==> config.mk <==
export PLATFORM = sky130hd
export DESIGN_NAME = alu_n_bit_mc
export DESIGN_NICKNAME = d
export VERILOG_FILES = /design/src/rtl/alu_n_bit_mc.sv
export SDC_FILE = /design/constraint.sdc
export NUM_CORES = 1
export LEC_CHECK = 0
export ABC_CLOCK_PERIOD_IN_PS = 10000
export BUFFER_PORTS_ARGS = -buffer_cell sky130_fd_sc_hd__buf_2
export CORE_ASPECT_RATIO = 0.5
export CORE_MARGIN = 10
export CORE_UTILIZATION = 32
export DETAILED_ROUTE_END_ITERATION = 10
export SKIP_LAST_GASP = 1
export SYNTH_ARGS = -nofsm -noshare
export SYNTH_HDL_FRONTEND = slang
export SYNTH_SLANG_ARGS = --single-unit
==> constraint.sdc <==
create_clock -name CLK -period 10 [get_ports CLK]
set_input_delay 1.5 -clock CLK [delete_from_list [all_inputs] [get_ports CLK]]
set_output_delay 1.5 -clock CLK [all_outputs]
set_load 0.02 [all_outputs]
==> src/rtl/alu_n_bit_mc.sv <==
// alu_n_bit_mc: multi-cycle N-bit ALU.
//   Logic, compare and add/sub operations finish in one cycle. MOD computes an
//   unsigned remainder with a restoring shift-subtract divider that produces
//   one quotient bit per cycle.
// Ports:
//   CLK          clock; all state changes on the rising edge
//   reset        synchronous, active-low reset
//   start        request strobe; taken only when the unit is idle
//   a, b         WIDTH-bit two's-complement operands
//   ALUop        000 AND, 001 OR, 010 XOR, 011 NOR, 100 SLT, 101 ADD, 110 SUB, 111 MOD
//   result       registered result of the last completed operation
//   busy         high while a MOD is iterating
//   done         one-cycle pulse when result and flags update
//   zero         result == 0
//   carry        ADD carry-out / SUB no-borrow (a >= b unsigned)
//   overflow     signed overflow for ADD/SUB
//   div_by_zero  MOD issued with b == 0
module alu_n_bit_mc #(
  parameter int unsigned WIDTH = 32
) (
  input  logic             CLK,
  input  logic             reset,
  input  logic             start,
  input  logic [WIDTH-1:0] a,
  input  logic [WIDTH-1:0] b,
  input  logic [2:0]       ALUop,
  output logic [WIDTH-1:0] result,
  output logic             busy,
  output logic             done,
  output logic             zero,
  output logic             carry,
  output logic             overflow,
  output logic             div_by_zero
);

  localparam int unsigned CW = (WIDTH > 1) ? $clog2(WIDTH) : 1;
  localparam logic [CW-1:0] LAST = CW'(WIDTH - 1);

  typedef enum logic [1:0] {
    S_IDLE,
    S_DIV,
    S_FINISH
  } state_e;

  typedef enum logic [2:0] {
    OP_AND = 3'b000,
    OP_OR  = 3'b001,
    OP_XOR = 3'b010,
    OP_NOR = 3'b011,
    OP_SLT = 3'b100,
    OP_ADD = 3'b101,
    OP_SUB = 3'b110,
    OP_MOD = 3'b111
  } aluop_e;

  state_e state_q, state_d;
  aluop_e op;

  logic [WIDTH-1:0] result_q, result_d;
  logic             busy_q, busy_d;
  logic             done_q, done_d;
  logic             zero_q, zero_d;
  logic             carry_q, carry_d;
  logic             ovf_q, ovf_d;
  logic             dbz_q, dbz_d;

  // Divider working registers: divisor, shifting dividend, partial remainder.
  logic [WIDTH-1:0] div_q, div_d;
  logic [WIDTH-1:0] dvd_q, dvd_d;
  logic [WIDTH-1:0] rem_q, rem_d;
  logic [CW-1:0]    cnt_q, cnt_d;

  logic             accept;
  logic [WIDTH:0]   sum_ext;
  logic [WIDTH:0]   diff_ext;
  logic [WIDTH:0]   rem_sh;
  logic             rem_ge;
  logic [WIDTH-1:0] rem_nx;

  assign op     = aluop_e'(ALUop);
  assign accept = start && (state_q == S_IDLE);

  assign sum_ext  = {1'b0, a} + {1'b0, b};
  assign diff_ext = {1'b0, a} - {1'b0, b};

  // One restoring step. The partial remainder is always < divisor, so the
  // difference fits in WIDTH bits once the trial subtraction succeeds.
  assign rem_sh = {rem_q, dvd_q[WIDTH-1]};
  assign rem_ge = (rem_sh >= {1'b0, div_q});
  assign rem_nx = WIDTH'(rem_ge ? (rem_sh - {1'b0, div_q}) : rem_sh);

  // State register
  always_ff @(posedge CLK) begin
    if (!reset) begin
      state_q <= S_IDLE;
    end else begin
      state_q <= state_d;
    end
  end

  // Next-state logic
  always_comb begin
    state_d = state_q;
    unique case (state_q)
      S_IDLE: begin
        if (accept && (op == OP_MOD) && (b != '0)) begin
          state_d = S_DIV;
        end
      end
      S_DIV: begin
        if (cnt_q == LAST) begin
          state_d = S_FINISH;
        end
      end
      S_FINISH: state_d = S_IDLE;
      default:  state_d = S_IDLE;
    endcase
  end

  // Output / datapath logic
  always_comb begin
    result_d = result_q;
    busy_d   = busy_q;
    done_d   = 1'b0;
    carry_d  = carry_q;
    ovf_d    = ovf_q;
    dbz_d    = dbz_q;
    div_d    = div_q;
    dvd_d    = dvd_q;
    rem_d    = rem_q;
    cnt_d    = cnt_q;

    unique case (state_q)
      S_IDLE: begin
        busy_d = 1'b0;
        if (accept) begin
          carry_d = 1'b0;
          ovf_d   = 1'b0;
          dbz_d   = 1'b0;
          done_d  = 1'b1;
          unique case (op)
            OP_AND: result_d = a & b;
            OP_OR:  result_d = a | b;
            OP_XOR: result_d = a ^ b;
            OP_NOR: result_d = ~(a | b);
            OP_SLT: result_d = {{(WIDTH-1){1'b0}}, ($signed(a) < $signed(b))};
            OP_ADD: begin
              result_d = sum_ext[WIDTH-1:0];
              carry_d  = sum_ext[WIDTH];
              ovf_d    = (a[WIDTH-1] == b[WIDTH-1]) &&
                         (sum_ext[WIDTH-1] != a[WIDTH-1]);
            end
            OP_SUB: begin
              result_d = diff_ext[WIDTH-1:0];
              carry_d  = ~diff_ext[WIDTH];
              ovf_d    = (a[WIDTH-1] != b[WIDTH-1]) &&
                         (diff_ext[WIDTH-1] != a[WIDTH-1]);
            end
            OP_MOD: begin
              if (b == '0) begin
                result_d = a;
                dbz_d    = 1'b1;
              end else begin
                // Hold outputs; the remainder arrives after WIDTH steps.
                done_d   = 1'b0;
                carry_d  = carry_q;
                ovf_d    = ovf_q;
                dbz_d    = dbz_q;
                busy_d   = 1'b1;
                div_d    = b;
                dvd_d    = a;
                rem_d    = '0;
                cnt_d    = '0;
              end
            end
            default: result_d = result_q;
          endcase
        end
      end
      S_DIV: begin
        dvd_d = {dvd_q[WIDTH-2:0], 1'b0};
        rem_d = rem_nx;
        cnt_d = cnt_q + CW'(1);
        if (cnt_q == LAST) begin
          result_d = rem_nx;
          carry_d  = 1'b0;
          ovf_d    = 1'b0;
          dbz_d    = 1'b0;
          done_d   = 1'b1;
          busy_d   = 1'b0;
          cnt_d    = '0;
        end
      end
      S_FINISH: begin
        busy_d = 1'b0;
      end
      default: begin
        busy_d = 1'b0;
      end
    endcase

    zero_d = (result_d == '0);
  end

  // Datapath / output registers
  always_ff @(posedge CLK) begin
    if (!reset) begin
      result_q <= '0;
      busy_q   <= 1'b0;
      done_q   <= 1'b0;
      zero_q   <= 1'b1;
      carry_q  <= 1'b0;
      ovf_q    <= 1'b0;
      dbz_q    <= 1'b0;
      div_q    <= '0;
      dvd_q    <= '0;
      rem_q    <= '0;
      cnt_q    <= '0;
    end else begin
      result_q <= result_d;
      busy_q   <= busy_d;
      done_q   <= done_d;
      zero_q   <= zero_d;
      carry_q  <= carry_d;
      ovf_q    <= ovf_d;
      dbz_q    <= dbz_d;
      div_q    <= div_d;
      dvd_q    <= dvd_d;
      rem_q    <= rem_d;
      cnt_q    <= cnt_d;
    end
  end

  assign result      = result_q;
  assign busy        = busy_q;
  assign done        = done_q;
  assign zero        = zero_q;
  assign carry       = carry_q;
  assign overflow    = ovf_q;
  assign div_by_zero = dbz_q;

endmodule

==> results of run 1 <==
[cells by family (layout without fill, tap and decap cells)]
logic type	count (synthesis)	in the layout	synth area share [%]
AO/OA/AOI/OAI	685	685	32.3
XOR/XNOR	76	76	4.51
adder cells (fa/ha/maj)	139	139	11.9
buffers and inverters	273	303	7.10
flip-flops	141	141	19.1
multiplexers	58	58	4.04
other	0	3	0
AND/OR/NAND/NOR	655	655	21.0
[cells in the final DEF, fill, tap and decap left out, types with 26 or more instances in the layout]
cell type and instances:
nor2b_1 36, o211a_1 35, xnor2_1 55, buf_2 106, a21o_1 30, nor2_1 139
nand2_1 258, buf_4 28, mux2i_1 48, ha_1 136, a21oi_1 128, o211ai_1 64
nand3_1 33, o21ai_0 134, a21boi_0 44, o221ai_1 29, inv_1 132, and2_1 42
nor4_1 28, nor3_1 28, o21a_1 26, dfxtp_1 141
[synthesized netlist by cell type, types with 15 or more instances]
cell,n,area [um^2]
dfxtp_1,141,2820
a21boi_0,44,330
nand2_1,258,968
clkbuf_1,115,432
mux2i_1,48,480
nor3_1,29,145
xor2_1,21,184
o21ai_0,134,671
inv_1,132,495
o31ai_1,22,165
xnor2_1,55,482
nand4_1,21,131
o211ai_1,64,480
nand3_1,33,165
and2_1,42,263
a211oi_1,25,188
o21bai_1,19,143
nor2_1,141,529
nor4_1,28,175
nor2b_1,37,231
a21oi_1,128,641
a21o_1,30,225
o21a_1,26,195
o211a_1,35,350
a31oi_1,15,93.8
ha_1,136,1700
a221oi_1,22,193
a22oi_1,15,113
o221ai_1,29,254
[critical path: stages]
cell and delay, ns:
buf_2 0.15, ha_1 0.27, fa_1 0.45, a21o_1 0.22, a221oi_2 0.51, and4b_1 0.27, a211oi_1 0.72, o21bai_1 0.20
mux2i_1 0.19, nand4b_1 0.16, or4b_2 0.68, nor4_1 0.25, nand4b_1 0.21, o41ai_2 0.29
[sequential cells by signal, indices dropped and copies added, names as in the netlist]
name	flops
carry	1
done	1
zero	1
div_by_zero	1
busy	1
state_q	2
cnt_q	5
dvd_q	32
result	32
rem_q	32
div_q	32
overflow	1
[cell type report]
type                       count  area share (%)
clock inverter                15           0.798
multi-input combinational   1613            67.0
clock buffer                  17            2.61
tap                          598            4.59
sequential                   141            17.3
antenna                        3          0.0460
inverter                     137            3.15
timing repair buffer         134            4.54
[how the worst max path moves through the flow]
stage,to,slack [ns],cells after the start
global placement,zero,4.16,14
CTS,zero,4.49,14
floorplan,zero,5.12,13
global route,zero,4.08,14
finish,zero,4.31,14
detailed placement,zero,4.00,14
[metrics by stage]
stage	setup slack (ns)	std cells	utilization, %
2_1_floorplan	5.12	2027	-
3_3_place_gp	4.16	2623	34.7
3_5_place_dp	4.00	2623	34.7
4_1_cts	4.49	2655	35.9
5_1_grt	4.08	2657	35.9
6_report	4.31	2658	35.9
[per-layer routing]
metal,vias to the layer above,routed length (um),track usage [%],share of wire (%)
met1,7583,27800,28.7,43
met3,175,5510,5.40,8.4
li1,7369,-,-,-
met2,742,28400,36.2,43
met5,-,0,0,0
met4,0,3640,13.0,5.6
[report_power, final]
group          leakage (nW)  internal [mW]  switching (mW)
clock                 0.274          0.326           0.319
combinational          5.50          0.402           0.732
sequential             1.15          0.591          0.0299
total                  6.93           1.32            1.08
==> impl_metrics.yaml, run 1 <==
status:
  status: "complete, no violations"
clocking:
  root_buffer: "clkbuf_16"
  postCtsHoldBufs: 0
  cts_setup_buffers: 0
  cts_buffer_depth: 2
  cts.sinks: 141
  cts_tree: "yes"
  cts.htree.levels: 4
  numCtsBuffers: 17
  clk_pin_slew_worst_paths_ns: 0.08
  cts_resized: 0
  clk_latency_ns: 0.46
timing:
  rsz0062_at_grt: "false"
  max-slew-margin-rel_pct: 19.3
  tightest_slew_ns: 1.21
  finClkSkew_ns: 0.0124
  slew_violations: 0
  setup_violations: 0
  min_period_ns: 5.69
  fmax_ghz: 0.176
  fin_crit_sh_pct: 56.9
  setup_tns_ns: 0
  whs_ns: 0.466
  hold_violations: 0
drt:
  routedWlPerCell_um: 24.6
  first_pass_iters: 6
  post_drt_via_cell_ratio: 5.97
  wl_um: 65400
  drc: 0
  ant_nets: 0
  vias: 15869
  detail_route.iter0.violations: 1524
floorplan:
  chipHeight_um: 172
  die-width_um: 324
  io_pins: 108
  std_cell_rows: 55
  start_util_pct: 32.5
  core-area_um2: 45400
  dieArea_um2: 55600
cells_and_area:
  finish.instance_area_um2: 16300
  multi_input_area_um2: 10900
  fillCellCount: 4853
  fin_nets: 2253
  drive_gt1_share_pct: 9.58
  syn2layout_area_growth_pct: 10.5
  ff_latch_area_um2: 2820
global_routing:
  grt_max_degree: 78
  grt_pass1_wl_um: 97000
  grt-ovfl-total: 0
  grt_pass1_vias: 15159
  grt_usage_pct: 23.0
  antenna_found_initial: 4
min_path:
  whs_path_depth: 2
  hp-class: "flop to flop"
  hp-start: "div_q[7]"
  hold_path_end: "div_q[7]"
setup_path:
  ff2ff_path_depth: 15
  crit_type: "primary input to flop"
  cp-end-kind: "flop"
  worstSetupStartpointType: "primary input"
  r2r-start: "div_q[18]"
  r2r_end: "zero"
  cp-startpoint: "a[0]"
  rrSetupSlack_ns: 5.00
  arrival_ns: 6.07
  crit_fanout: 5
  cp_data_required_time_ns: 10.38
synth:
  ys_seq_area_share_pct: 19.1
  ys.flop_type: "dfxtp_1"
  netlist_instances: 2027
  synth_area_um2: 14800
  synth.distinct_cells: 89
  syn_avg_cell_area_um2: 7.28
  ys_seq_elements: 141
  synthArstFlopShare_pct: 0
  syn_nets: 2236
  synth_edf_count: 0
  ys_warn_count: 0
place:
  gp_congestion: 1.01
  port_buffers: 107
  place_area_um2: 15700
  hpwlAfterDp_um: 49300
power:
  power.density_nw_per_um2: 147
  power_leakage_nw: 6.93
  p_total_mw: 2.40
  vdd_drop_max_uv: 126
job:
  drv_cap: 0
Power figures use the tool's default switching activity.
==> run 2: changes to the inputs <==
--- a/config.mk
+++ b/config.mk
@@ -5,7 +5,8 @@
 export SDC_FILE = /design/constraint.sdc
 export NUM_CORES = 1
 export LEC_CHECK = 0
-export ABC_CLOCK_PERIOD_IN_PS = 10000
+export ABC_AREA = 1
+export ABC_CLOCK_PERIOD_IN_PS = 5800
 export BUFFER_PORTS_ARGS = -buffer_cell sky130_fd_sc_hd__buf_2
 export CORE_ASPECT_RATIO = 0.5
 export CORE_MARGIN = 10
==> constraint.sdc (replaced) <==
create_clock -name CLK -period 5.8 [get_ports CLK]
set_input_delay 0.87 -clock CLK [delete_from_list [all_inputs] [get_ports CLK]]
set_output_delay 0.87 -clock CLK [all_outputs]
set_load 0.02 [all_outputs]
==> run 2 against run 1 <==
Against the previous run: first-iteration DRC count rose by 53%; worst setup slack got worse by 2.4 ns; register-to-register slack got worse by 3.1 ns; count of clock-buffer cells in the layout did not move; sequential share of layout area fell by 1.3 points; sequential power rose by 77%; die area rose by 7.8%; critical path type is now flop to flop; largest cell class unchanged; largest power group unchanged.
==> impl_metrics.yaml, run 2 <==
status:
  status: "complete, no violations"
setup_path:
  worstSetupStartpointType: "flop"
  cp-startpoint: "div_q[7]"
  ff2ff_path_depth: 20
  slowest_stage: "dfxtp_1"
  crit_type: "flop to flop"
  path_cells: "inv_1 > ha_1 > nand2_2 > inv_2 > a21oi_2 > nand3_2 > nand2_1 > nand3_2 > nand2_2 > nand2_4 > or2_1 > nand3_1 > nand2_1 > nor2_1 > nand2_1 > nor2_1 > nand2_1 > nor2_1 > nand3_1 > nand2_1"
  r2r-start: "div_q[7]"
  cpMostUsedCell: "nand2_1"
  cp_data_required_time_ns: 6.19
  cp-end-kind: "flop"
  slowest_delay_ns: 0.53
  arrival_ns: 4.25
  rrSetupSlack_ns: 1.93
  crit_fanout: 57
  r2r_end: "zero"
job:
  drv_cap: 0
synth:
  syn_nets: 3054
  ys_seq_area_share_pct: 17.6
  synth_area_um2: 16000
  synth_commonest_cells: "nand2_1, inv_1, nand3_1, nor2_1, o21ai_0"
  synth_edf_count: 0
  ys_seq_elements: 141
  ys_warn_count: 0
  synth_top_area_share_pct: 19.3
  synth.distinct_cells: 50
  ys_top_cells_by_area: "nand2_1, dfxtp_1, ha_1"
  syn_avg_cell_area_um2: 5.63
  synth_top_area_cell: "nand2_1"
  netlist_instances: 2845
  synth_most_common_cell: "nand2_1"
  ys.flop_type: "dfxtp_1"
  synthArstFlopShare_pct: 0
cells_and_area:
  fin_nets: 3082
  mostFrequentLayoutCells: "nand2_1, inv_1, nand3_1"
  drive_gt1_share_pct: 7.55
  num_antenna_cells: 0
  layout_commonest_cell: "nand2_1"
  syn2layout_area_growth_pct: 10.1
  fin_util_pct: 36.0
clocking:
  postCtsHoldBufs: 0
  cts_resized: 0
  numCtsBuffers: 17
  clk_pin_slew_worst_paths_ns: 0.09
  cts_setup_buffers: 0
  cts_tree: "yes"
  cts.htree.levels: 4
  cts_buffer_depth: 2
  clk_latency_ns: 0.46
  cts.sinks: 141
  root_buffer: "clkbuf_16"
timing:
  tightest_slew_ns: 1.22
  setup_tns_ns: 0
  whs_ns: 0.460
  fin_crit_sh_pct: 66.7
  min_period_ns: 3.87
  hold_violations: 0
  slew_violations: 0
  fmax_ghz: 0.259
  rsz0062_at_grt: "false"
  max-slew-margin-rel_pct: 18.3
  layout_setup_ws_ns: 1.93
  setup_violations: 0
  finClkSkew_ns: 0.0169
place:
  port_buffers: 107
  pre_cts_slack_ns: 1.73
  hpwlAfterDp_um: 57000
  gp_congestion: 1.04
min_path:
  hp-start: "dvd_q[22]"
  whs_path_depth: 2
  hp-class: "flop to flop"
  hold_path_end: "dvd_q[23]"
drt:
  drc: 0
  wl_um: 72300
  first_pass_iters: 6
  detail_route.iter0.violations: 2327
  vias: 19191
  ant_nets: 0
  routedWlPerCell_um: 20.4
  post_drt_via_cell_ratio: 5.43
power:
  power_leakage_nw: 9.22
  power.density_nw_per_um2: 304
  vdd_drop_max_uv: 368
floorplan:
  dieArea_um2: 60000
  start_util_pct: 32.7
  std_cell_rows: 57
  chipHeight_um: 178
  core-area_um2: 49000
  die-width_um: 337
  io_pins: 108
global_routing:
  grt_pass1_vias: 17232
  grt-ovfl-total: 0
  antenna_found_initial: 1
  grt_pass1_wl_um: 106000
  grt_max_degree: 72
  grt_usage_pct: 23.2
-- run 2: logic make-up after synthesis --
| kind of cell | count (synthesis) | synth area share (%) |
|---|---|---|
| AO/OA/AOI/OAI | 530 | 18.3 |
| XOR/XNOR | 16 | 0.874 |
| adder cells (fa/ha/maj) | 139 | 11.0 |
| buffers and inverters | 562 | 13.7 |
| flip-flops | 141 | 17.6 |
| AND/OR/NAND/NOR | 1457 | 38.5 |
-- run 2: how the worst max path moves through the flow --
stage | endpoint | slack (ns)
6_report | zero | 1.93
5_1_grt | zero | 1.63
4_1_cts | zero | 2.03
3_5_place_dp | rem_q[3] | 1.73
3_3_place_gp | zero | 1.79
2_1_floorplan | zero | 2.89
-- run 2: per-layer routing --
layer	wire, um	track usage, %	share of wire (%)
met1	32500	33.3	45
met4	1640	6.02	2.3
met2	29300	33.9	41
met5	9	0	0.012
met3	8800	5.57	12
-- run 2: stage by stage --
step / total power, mW / cell area [um^2] / cells
2_1_floorplan: 3.46 / 16000 / 2845
3_3_place_gp: 4.13 / 17000 / 3503
3_5_place_dp: 4.14 / 17000 / 3503
4_1_cts: 5.30 / 17600 / 3535
5_1_grt: 5.77 / 17600 / 3535
6_report: 5.37 / 17600 / 3535
-- run 2: report_power, final --
| part | internal [mW] | switching, mW | total [mW] |
|---|---|---|---|
| logic | 0.914 | 2.18 | 3.09 |
| clock network | 0.588 | 0.586 | 1.17 |
| registers | 1.03 | 0.0664 | 1.10 |
| total | 2.53 | 2.83 | 5.37 |
-- run 2: critical path, delay by kind of cell, from the launching register on --
family | cells | cell delay, ns
flops | 1 | 0.53
compound gates | 1 | 0.17
fa+ha+maj | 1 | 0.38
buf+inv | 2 | 0.18
simple gates | 16 | 2.51
-- run 2: final cells by class --
type | count | area, um^2
fill | 5447 | 31400
multi-input combinational | 2142 | 11000
sequential | 141 | 2820
inverter | 443 | 1660
tap | 649 | 812
timing repair buffer | 128 | 693
clock buffer | 17 | 425
clock inverter | 15 | 191
